==> src/rtl/piezo_keyboard_tone_gen.sv <==
// piezo_keyboard_tone_gen: priority key-to-square-wave tone player with octave shift and 7-seg key display
// Ports:
//   clk        in   1       system clock, rising edge
//   resetn     in   1       asynchronous active-low reset
//   in         in   N_KEYS  active-high keys, asynchronous to clk (in[0] has highest priority)
//   octave     in   2       octave shift, effective half period = HALF[k] >> octave
//   piezo      out  1       square-wave tone
//   segment    out  7       {a,b,c,d,e,f,g} active-high, blank when idle
//   note_valid out  1       high while a tone is generated
// Optional feature: define PIEZO_SUSTAIN_EN to keep the last note sounding SUSTAIN_CYC clocks after release.
module piezo_keyboard_tone_gen #(
    parameter int CLK_HZ      = 1_000_000,
    parameter int N_KEYS      = 8,
    parameter int SUSTAIN_CYC = 250_000
) (
    input  logic              clk,
    input  logic              resetn,
    input  logic [N_KEYS-1:0] in,
    input  logic [1:0]        octave,
    output logic              piezo,
    output logic [6:0]        segment,
    output logic              note_valid
);
    localparam int F_CHZ [8] = '{26163, 29366, 32963, 34923, 39200, 44000, 49388, 52325};

    function automatic int half_c(input int k);
        return int'((64'(CLK_HZ) * 64'd50) / 64'(F_CHZ[k]));
    endfunction

    localparam int CW = $clog2(half_c(0) + 1);
    localparam logic [CW-1:0] HALF [8] = '{CW'(half_c(0)), CW'(half_c(1)), CW'(half_c(2)), CW'(half_c(3)),
                                           CW'(half_c(4)), CW'(half_c(5)), CW'(half_c(6)), CW'(half_c(7))};
    localparam logic [6:0] SEG [8] = '{7'b0110000, 7'b1101101, 7'b1111001, 7'b0110011,
                                       7'b1011011, 7'b1011111, 7'b1110000, 7'b1111111};

    if (N_KEYS < 1 || N_KEYS > 8 || SUSTAIN_CYC < 1) begin : g_bad_param
        $error("piezo_keyboard_tone_gen: N_KEYS must be 1..8 and SUSTAIN_CYC >= 1");
    end

`ifdef PIEZO_SUSTAIN_EN
    typedef enum logic [1:0] {S_IDLE, S_PLAY, S_SUSTAIN} state_t;
    localparam state_t S_REL = S_SUSTAIN;
    localparam int SW = $clog2(SUSTAIN_CYC + 1);
    logic [SW-1:0] r_sus;
`else
    typedef enum logic [1:0] {S_IDLE, S_PLAY} state_t;
    localparam state_t S_REL = S_IDLE;
`endif

    logic [N_KEYS-1:0] r_sync1, r_sync2;
    logic [1:0]        r_oct;
    state_t            r_state, w_state_nxt;
    logic [2:0]        r_key, w_key, w_key_nxt;
    logic              w_any, w_restart;
    logic [CW-1:0]     r_cnt, r_half;
    logic              r_piezo;

    // Lowest-indexed active key wins.
    always_comb begin
        w_key = '0;
        for (int i = N_KEYS - 1; i >= 0; i--)
            if (r_sync2[i]) w_key = 3'(i);
        w_any = |r_sync2;
    end

    always_comb begin
        w_state_nxt = r_state;
        w_key_nxt   = r_key;
        w_restart   = 1'b0;
        case (r_state)
            S_IDLE: if (w_any) begin
                w_state_nxt = S_PLAY;
                w_key_nxt   = w_key;
                w_restart   = 1'b1;
            end
            S_PLAY: if (!w_any) begin
                w_state_nxt = S_REL;
            end else if (w_key != r_key) begin
                w_key_nxt = w_key;
                w_restart = 1'b1;
            end
`ifdef PIEZO_SUSTAIN_EN
            // Any press restarts the phase, even for the key that is sustaining.
            S_SUSTAIN: if (w_any) begin
                w_state_nxt = S_PLAY;
                w_key_nxt   = w_key;
                w_restart   = 1'b1;
            end else if (r_sus == SW'(SUSTAIN_CYC - 1)) begin
                w_state_nxt = S_IDLE;
            end
`endif
            default: w_state_nxt = S_IDLE;
        endcase
        note_valid = r_state != S_IDLE;
        segment    = note_valid ? SEG[r_key] : 7'b0000000;
        piezo      = r_piezo;
    end

    always_ff @(posedge clk or negedge resetn) begin
        if (!resetn) begin
            r_sync1 <= '0;
            r_sync2 <= '0;
            r_oct   <= '0;
            r_state <= S_IDLE;
            r_key   <= '0;
        end else begin
            r_sync1 <= in;
            r_sync2 <= r_sync1;
            r_oct   <= octave;
            r_state <= w_state_nxt;
            r_key   <= w_key_nxt;
        end
    end

`ifdef PIEZO_SUSTAIN_EN
    always_ff @(posedge clk or negedge resetn) begin
        if (!resetn) r_sus <= '0;
        else         r_sus <= (r_state == S_SUSTAIN) ? r_sus + SW'(1) : '0;
    end
`endif

    // The half period is latched only on a restart or a wrap, so an octave change
    // never shortens the half period already in progress.
    always_ff @(posedge clk or negedge resetn) begin
        if (!resetn) begin
            r_cnt   <= '0;
            r_half  <= HALF[0];
            r_piezo <= 1'b0;
        end else if (w_state_nxt == S_IDLE) begin
            r_cnt   <= '0;
            r_piezo <= 1'b0;
        end else if (w_restart) begin
            r_cnt   <= '0;
            r_piezo <= 1'b0;
            r_half  <= HALF[w_key] >> r_oct;
        end else if (r_cnt >= r_half - CW'(1)) begin
            r_cnt   <= '0;
            r_piezo <= ~r_piezo;
            r_half  <= HALF[r_key] >> r_oct;
        end else begin
            r_cnt <= r_cnt + CW'(1);
        end
    end
endmodule

==> config.mk <==
export PLATFORM = sky130hd
export DESIGN_NAME = piezo_keyboard_tone_gen
export DESIGN_NICKNAME = d
export VERILOG_FILES = /design/src/rtl/piezo_keyboard_tone_gen.sv
export SDC_FILE = /design/constraint.sdc
export NUM_CORES = 1
export LEC_CHECK = 0
export ABC_CLOCK_PERIOD_IN_PS = 4300
export CAP_MARGIN = 20
export CORE_MARGIN = 1
export CORE_UTILIZATION = 45
export DETAILED_ROUTE_END_ITERATION = 8
export PLACE_DENSITY_LB_ADDON = 0.3
export SETUP_SLACK_MARGIN = 0.05
export SYNTH_ARGS = -nofsm -noshare
export SYNTH_HDL_FRONTEND = slang
export SYNTH_SLANG_ARGS = --single-unit
==> constraint.sdc <==
create_clock -name clk -period 4.3 [get_ports clk]
set_clock_uncertainty 0.2 [all_clocks]
set_input_delay 0.86 -clock clk [delete_from_list [all_inputs] [get_ports clk]]
set_output_delay 0.86 -clock clk [all_outputs]
set_load 0.005 [all_outputs]
; ---- Yosys cells after proc, flatten, opt, wreduce, memory -nomap -nowiden
; Memories as Yosys holds them, arrays and structs flattened.
; Cells that the tools add are included.
[op_classes]
n_reduce_logical = 9
mux = 34
n_shift = 2
magnitude_cmp = 3
bitwise_logic = 4
n_eq_ne = 5
add_sub_neg = 2
[op_table]
columns = operator, count
row1 = $mux 11, 9
row2 = $mux 3, 11
row3 = $shr 11x2->11, 2
row4 = $mux 7, 3
row5 = $add 11x1->11 const B, 1
row6 = $ge 11x11->1, 1
row7 = $sub 11x1->11 const B, 1
row8 = $ge 4x4->1 const B, 2
row9 = $not 3->4, 2
row10 = $reduce_or 8->1, 1
row11 = $mux 1, 6
row12 = $ne 2x2->1 const B, 3
row13 = $pmux 3 s2, 1
row14 = $reduce_bool 2->1, 3
row15 = $logic_not 2->1, 2
row16 = $mux 2, 2
row17 = $pmux 2 s2, 1
row18 = $reduce_and 4->1, 1
row19 = $ne 3x3->1, 1
row20 = $reduce_bool 3->1, 1
row21 = $eq 2x1->1 const B, 1
row22 = $not 1->1, 2
row23 = $pmux 1 s2, 1
row24 = $reduce_and 2->1, 1
[totals]
mem_count = 3
register_bits = 46
out_inout_bits = 9
wordCells = 70
rom_bits = 232
in_bits = 12
[memory_table]
columns = memory, words, width, read_ports, rd_clocked_by_memory_dff, wr, line_no
row1 = (no name shown), 8, 11, 1, 0, 0, 139  ; r_half <= HALF[r_key] >> r_oct;
row2 = (no name shown), 8, 11, 1, 0, 0, 135  ; r_half <= HALF[w_key] >> r_oct;
row3 = (no name shown), 8, 7, 1, 0, 0, 95  ; segment = note_valid ? SEG[r_key] : 7'b0000000;

; ---- Longest topological paths before layout
; Gate-level depths: netlist of run 1.
[depth]
word_depth = 14
ltp_mapped = 15

; ---- Worst setup path before layout of run 1
; OpenSTA, ideal clock, no wires.
[synth_path]
path_kind = register to register
startpoint = reg r_half[3]
endpoint = reg r_half[1]
n_path_buf = 1
path_slack_ns = 1.041
stages_incl_launch_ff = 15
required_time_ns = 4.020
arrival_time_ns = 2.979
cell_sequence = dfrtp_1 nor4_1 nand2_1 nor3_1 xnor2_1 ha_1 o211ai_1 a211oi_1 a21oi_1 o21bai_1 o21a_1 clkbuf_1 nand2_1 a221o_1 o221a_2
[synth_via]
elab_chain_cells = 4
[synth_rtl]
columns = element, line_no
row1 = "start, declared", 55  ; logic [CW-1:0] r_cnt, r_half;
row2 = "start signal, assigned", 127  ; r_half <= HALF[0];
row3 = "start signal, assigned", 135
row4 = "start signal, assigned", 139
row5 = $sub 11x1->11, 136  ; end else if (r_cnt >= r_half - CW'(1)) begin
row6 = $ge 11x11->1, 136
row7 = $reduce_bool 2->1 (no source line), n/a
row8 = $reduce_and 2->1 (no source line), n/a
; No other way between the ends.
; A chain may end at the register's enable or synchronous reset.

; ---- Worst setup path after layout of run 1
[layout_path]
startpoint = reg r_half[3]
endpoint = reg r_half[3]
; The elaborated chain is that of the path after synthesis.

==> summary.txt, run 1 <==
Run status
  • Status: completed

Setup path
  • Crit Path Class: register to register
  • CP Data Required Time: ~4300 ps
  • Cell Chain, Critical Path: nor4_1 > nand2_1 > nor3_1 > xnor2_1 > ha_1 > o211ai_1 > a211oi_1 > a21oi_1 > o21bai_1 > o21ai_1 > or3_1 > o22a_1 > o221a_2
  • Worst reg-to-reg setup slack: ~710 ps
  • Worst path max stage delay: 420 ps
  • Setup crit start: r_half[3]$_DFFE_PN0P_
  • Worst reg-to-reg path cell count: 13
  • Arrival @ worst endpoint: approximately 3600 ps
  • Critical Path Source Type: register
  • Crit Path Max Fanout: 9
  • Crit. End Element: register
  • Critical path buffers and inverters: 0
  • RR Endpoint: r_half[3]$_DFFE_PN0P_
  • RR Startpoint: r_half[3]$_DFFE_PN0P_
  • Cell family with the largest share of critical-path delay: compound AO/OA/AOI/OAI gates
  • Critical-path top delay cell: dfrtp_1

Timing
  • RSZ-0062 raised after global routing: false
  • Worst slew pin tran: around 560 ps
  • Final hold vios: 0
  • Final cycle utilization of the critical path: 83.4%
  • Worst hold slack: roughly 150 ps
  • Final Slew Violations: 0
  • FMAX: approximately 0.28 GHz
  • Sum Neg Setup Slack: 0 ps
  • Crit path time final: about 3600 ps
  • Normalized max-slew margin: 62.3%
  • Worst Slack Setup Final: approximately 700 ps
  • Final setup viols: 0

Clock tree
  • Setup Fix Bufs, Post-CTS: 0
  • Clk root buf: clkbuf_8
  • Htree depth: 2
  • Reg clk slew, reported paths: roughly 90 ps
  • Post-cts sizing count: 0
  • Worst skew pair latency: 300 ps
  • CTS Buf Count: 5
  • Clk sinks: 46
  • CTS Buffer Depth: 2
  • CTS tree: done
  • Post-CTS Hold Fix Bufs: 0

Placement
  • Port Buf Inserts: 20
  • Post-DP HPWL: about 4100 microns
  • Pre-CTS setup slack: 757 ps
  • Routability cong.: 0.813

Floorplan
  • IO Pins: 21
  • Die H: about 82 microns
  • Die width: slightly above 80 microns
  • Core area: 6060 sq um
  • Row cnt: 28
  • Die area: 6770 sq um
  • Initial Util: 47.9%

Global route
  • Grt ovf: 0
  • Global-route usage over all layers: a little under a fifth
  • Largest net degree at the start of global routing: between 40 and 50
  • Initial antenna violation count: 0
  • Vias in the first global route: between 2000 and 2500
  • First-pass GRT wire length: 9580 microns

Detailed routing
  • Wirelength per Cell: between 10 and 15 microns
  • DR iter-0 viols: 75
  • Total Wirelength: around 5500 microns
  • Via/cell ratio: ~5.6
  • DRC: 0
  • DR pass1 iterations: 4
  • Antenna-violating nets left: 0
  • Total number of vias: 2168

Pwr
  • Clock power share: around a quarter
  • Net Sw Frac: between 30 and 40%
  • VDD IR max: roughly 260 uV
  • P_leak: ~1.4 nW
  • Reg power frac: between 40% and 50%
  • PwrDens: approximately 330 nW/um^2
  • Overall power: approximately 1.1 mW
  • Net switching power figure: around 0.34 mW
  • Gate power share: approximately 26%
  • Internal power: between 0.7 and 0.8 mW

Synth
  • Count of different cell masters after synthesis: 50
  • Cell Area, Synth: 2900 sq um
  • Post-synth EDFFs: 0
  • Post-synthesis sequential area ratio: 40.1%
  • Yosys warns: 0
  • Synth Instances: 289
  • Async SR Flop Fraction: 100%
  • Syn Area/Cell: between 10 and 15 sq um
  • Post-synth top flop: dfrtp_1
  • Synthesized flop and latch total: 46
  • Mapped Nets: 327

Layout
  • Layout cells sized above 1: about an eighth
  • FF/Latch Area: between 1000 and 1500 sq um
  • Filler cells: 575
  • Commonest non-fill, non-tap cell in the layout: dfrtp_1
  • Final nets: 346
  • Most frequent cells in the layout: dfrtp_1, nor2_1, ha_1
  • # diodes: 0
  • Area Growth Syn to Fin: 12.6%
  • Multi-input logic area: roughly 1600 sq um

Hold path
  • Hold Startpoint: r_sync1[2]$_DFF_PN0_
  • WHS Endpoint: r_sync2[2]$_DFF_PN0_
  • Hold Path Class: register to register
  • Hold path cells: 0

Flow run
  • MaxCap Viol Count: 0
-- logic make-up after synthesis --
group,share of synthesized area [%]
compound gates,14.6
xor+xnor,5.74
fa+ha+maj,11.2
buf+inv,3.75
flops,40.1
mux,9.45
other cells,0.129
simple gates,15.1
-- registers in the layout, indices dropped and copies added (netlist names) --
name / count
r_oct: 2
piezo: 1
r_state: 2
r_sync2: 8
r_key: 3
r_sync1: 8
r_half: 11
r_cnt: 11
-- final cells by class --
type	count	share of cell area (%)
Clock buffer	5	2.11
Clock inverter	3	0.766
Inverter	17	1.95
Multi-Input combinational cell	216	49.9
Sequential cell	46	35.6
Tap cell	75	2.87
Timing Repair Buffer	22	6.82
-- metal layers --
metal / vias to the layer above / global-route usage (%) / wire length (microns)
li1: 1065 / - / -
met1: 1053 / 24.1 / 2630
met2: 42 / 31.4 / 2630
met3: 8 / 4.07 / 175
met4: 0 / 5.96 / 76
met5: - / 0 / 0
-- cell usage after synthesis, types with 4 or more instances --
master / count / area [sq um]
dfrtp_1: 37 / 926
nor2_1: 35 / 131
ha_1: 26 / 325
inv_1: 16 / 60.1
nand2_1: 16 / 60.1
a21oi_1: 14 / 70.1
o21ai_0: 11 / 55.1
xnor2_1: 10 / 87.6
dfstp_2: 9 / 236
mux2i_1: 9 / 90.1
xor2_1: 9 / 78.8
clkbuf_1: 8 / 30.0
a211oi_1: 7 / 52.6
nand3_1: 7 / 35.0
nor3_1: 7 / 35.0
mux2_2: 6 / 67.6
nor2b_1: 5 / 31.3
mux4_2: 4 / 90.1
nor4_1: 4 / 25.0
-- worst reg2reg max path: stages (launching register included) --
cell,delay (ps)
dfrtp_1,420
nor4_1,360
nand2_1,170
nor3_1,200
xnor2_1,100
ha_1,300
o211ai_1,100
a211oi_1,230
a21oi_1,100
o21bai_1,300
o21ai_1,280
or3_1,390
o22a_1,220
o221a_2,110
-- worst max-delay path by stage --
stage / end / depth (start not counted)
6_report: r_half[3]$_DFFE_PN0P_ / 13
5_1_grt: r_half[7]$_DFFE_PN0P_ / 12
4_1_cts: r_half[3]$_DFFE_PN0P_ / 13
3_5_place_dp: r_half[3]$_DFFE_PN0P_ / 13
3_3_place_gp: r_half[3]$_DFFE_PN0P_ / 13
2_1_floorplan: r_half[1]$_DFFE_PN1P_ / 14
-- power by group through the flow --
stage	clock (mW)	combinational [mW]	sequential, mW
6_report	0.274	0.275	0.531
5_1_grt	0.299	0.309	0.539
4_1_cts	0.283	0.275	0.532
3_5_place_dp	0	0.273	0.540
3_3_place_gp	0	0.268	0.539
2_1_floorplan	0	0.201	0.524
-- stage by stage --
step	util [%]	instances	instance area (sq um)
3_3_place_gp	52.0	375	3150
2_1_floorplan	-	289	2900
6_report	53.9	384	3270
5_1_grt	53.9	384	3270
3_5_place_dp	52.0	375	3150
4_1_cts	53.6	383	3250
(Power assumes the default switching activity.)
==> run 2: changes to the inputs <==
ABC_CLOCK_PERIOD_IN_PS = 3650   (was 4300)
clock period = 3.65 ns   (was 4.3 ns; I/O delays follow)
==> run 2 against run 1 <==
Clock power increased by 64%; worst setup slack got worse by 380 ps; final area grew 2.1%; routed wire length rose by 1.6%; register-to-register slack got worse by 380 ps; total power is 30% higher; critical path depth unchanged; count of clock-buffer cells in the layout unchanged; worst hold slack about the same; final cell count grew 0.78%; sequential share of layout area down 0.75 points; critical endpoint unchanged.
==> summary.txt, run 2 (same netlist as run 1, synthesis figures left out) <==
Run status
  • Status: completed

Pwr
  • P_leak: between 1 and 1.5 nW
  • VDD IR max: 270 uV
  • PwrDens: approximately 420 nW/um^2

Detailed routing
  • Total number of vias: ~2100
  • Wirelength per Cell: about 14 microns
  • Via/cell ratio: around 5.5
  • DRC: 0
  • DR iter-0 viols: between 50 and 60
  • DR pass1 iterations: 4
  • Total Wirelength: 5600 microns
  • Antenna-violating nets left: 0

Timing
  • Final hold vios: 0
  • Final setup viols: 0
  • Final Slew Violations: 0
  • Normalized max-slew margin: between 50% and 60%
  • Worst slew pin tran: roughly 700 ps
  • Final cycle utilization of the critical path: 90.9%
  • RSZ-0062 raised after global routing: false
  • Crit path time final: approximately 3300 ps
  • Sum Neg Setup Slack: 0 ps
  • FMAX: about 0.3 GHz

Placement
  • Post-DP HPWL: about 4100 microns
  • Placed insts: 378
  • Port Buf Inserts: 20
  • Routability cong.: about 0.84

Clock tree
  • Htree depth: 2
  • Clk sinks: 46
  • Setup Fix Bufs, Post-CTS: 0
  • Worst skew pair latency: approximately 300 ps
  • Reg clk slew, reported paths: approximately 90 ps
  • Post-CTS Hold Fix Bufs: 0
  • CTS Buf Count: 5
  • CTS tree: done
  • CTS Buffer Depth: 2
  • Clk root buf: clkbuf_8
  • Post-cts sizing count: 0

Setup path
  • Crit. End Element: register
  • Worst reg-to-reg path cell count: 13
  • Crit Path Max Fanout: 4
  • RR Startpoint: r_half[3]$_DFFE_PN0P_
  • Worst reg-to-reg setup slack: about 330 ps
  • RR Endpoint: r_half[3]$_DFFE_PN0P_
  • Crit Path Class: register to register
  • Arrival @ worst endpoint: roughly 3300 ps
  • CP Data Required Time: between 3000 and 4000 ps
  • Critical Path Source Type: register

Layout
  • Commonest non-fill, non-tap cell in the layout: dfrtp_1
  • # diodes: 0
  • Non-Filler Instances: ~390
  • Area Growth Syn to Fin: 15.0%
  • Final nets: 349
  • Filler cells: between 500 and 600
  • Most frequent cells in the layout: dfrtp_1, nor2_1, ha_1
  • Top Registers: r_cnt x11, r_half x11
  • Final core occ: roughly 55%
  • Layout cells sized above 1: a little over an eighth

Hold path
  • WHS Endpoint: r_sync2[2]$_DFF_PN0_
  • Hold Startpoint: r_sync1[2]$_DFF_PN0_
  • Hold path cells: 0
  • Hold Path Class: register to register

Global route
  • Vias in the first global route: between 2000 and 2500
  • Grt ovf: 0
  • Global-route usage over all layers: a little under a fifth
  • First-pass GRT wire length: approximately 9400 microns
  • Largest net degree at the start of global routing: between 40 and 50
  • Initial antenna violation count: 0

Floorplan
  • Die width: around 82 microns
  • Initial Util: between 40% and 50%
  • Die area: around 6800 sq um
  • Die H: a little over 80 microns
  • Row cnt: 28
  • IO Pins: 21
  • Core area: ~6100 sq um

Flow run
  • MaxCap Viol Count: 0
-- run 2: worst max path at each step --
stage,startpoint,endpoint,depth (start not counted)
4_1_cts,r_half[3]$_DFFE_PN0P_,r_half[3]$_DFFE_PN0P_,13
5_1_grt,r_half[3]$_DFFE_PN0P_,r_half[3]$_DFFE_PN0P_,13
3_5_place_dp,r_half[3]$_DFFE_PN0P_,r_half[3]$_DFFE_PN0P_,13
3_3_place_gp,r_half[3]$_DFFE_PN0P_,r_half[3]$_DFFE_PN0P_,13
2_1_floorplan,r_half[3]$_DFFE_PN0P_,r_half[1]$_DFFE_PN1P_,14
6_report,r_half[3]$_DFFE_PN0P_,r_half[3]$_DFFE_PN0P_,13
-- run 2: worst max-delay path, cell delays in order (launching register included) --
cell      delay [ps]
dfrtp_1          430
nor4_1           350
nand2_1          170
nor3_1           200
xnor2_1          100
ha_1             300
o211ai_1          90
a211oi_1         210
a21oi_1          110
o21bai_2         210
o21ai_1          140
or3_1            370
o22a_1           220
o221a_2          110
-- run 2: per-stage QoR --
step	power (mW)	setup slack, ps	instance area [sq um]	hold slack [ps]
final	1.41	331	3340	153
after global routing	1.49	73.4	3340	164
after CTS	1.42	217	3310	156
after detailed placement	0.962	268	3170	135
after global placement	0.955	377	3170	132
after floorplan	0.854	391	2900	131
-- run 2: routing by layer --
metal / vias to the layer above / GRT usage (%) / part of all wire (%) / routed length (microns)
li1: 1075 / - / - / -
met5: - / 0 / 0 / 0
met2: 33 / 31.5 / 47 / 2620
met1: 1014 / 24.0 / 49 / 2750
met4: 0 / 5.61 / 1.0 / 56
met3: 6 / 3.96 / 3.0 / 167
-- run 2: layout make-up --
type	instances	area, sq um	share of cell area, %
Multi-Input combinational cell	216	1630	48.9
Timing Repair Buffer	25	245	7.35
Inverter	17	63.8	1.91
Tap cell	75	93.8	2.81
Clock inverter	3	68.8	2.06
Clock buffer	5	68.8	2.06
Sequential cell	46	1160	34.8
-- run 2: report_power, final --
| part | switching [mW] | total, mW | internal [mW] |
|---|---|---|---|
| sequential | 0.0559 | 0.628 | 0.572 |
| clock | 0.175 | 0.449 | 0.274 |
| combinational | 0.161 | 0.329 | 0.167 |
==> run 3: changes to the inputs <==
CTS_BUF_LIST = sky130_fd_sc_hd__clkbuf_8   (was not set)
==> results of run 3 <==
Final layout, timing and power as in run 2 (identical DEF).
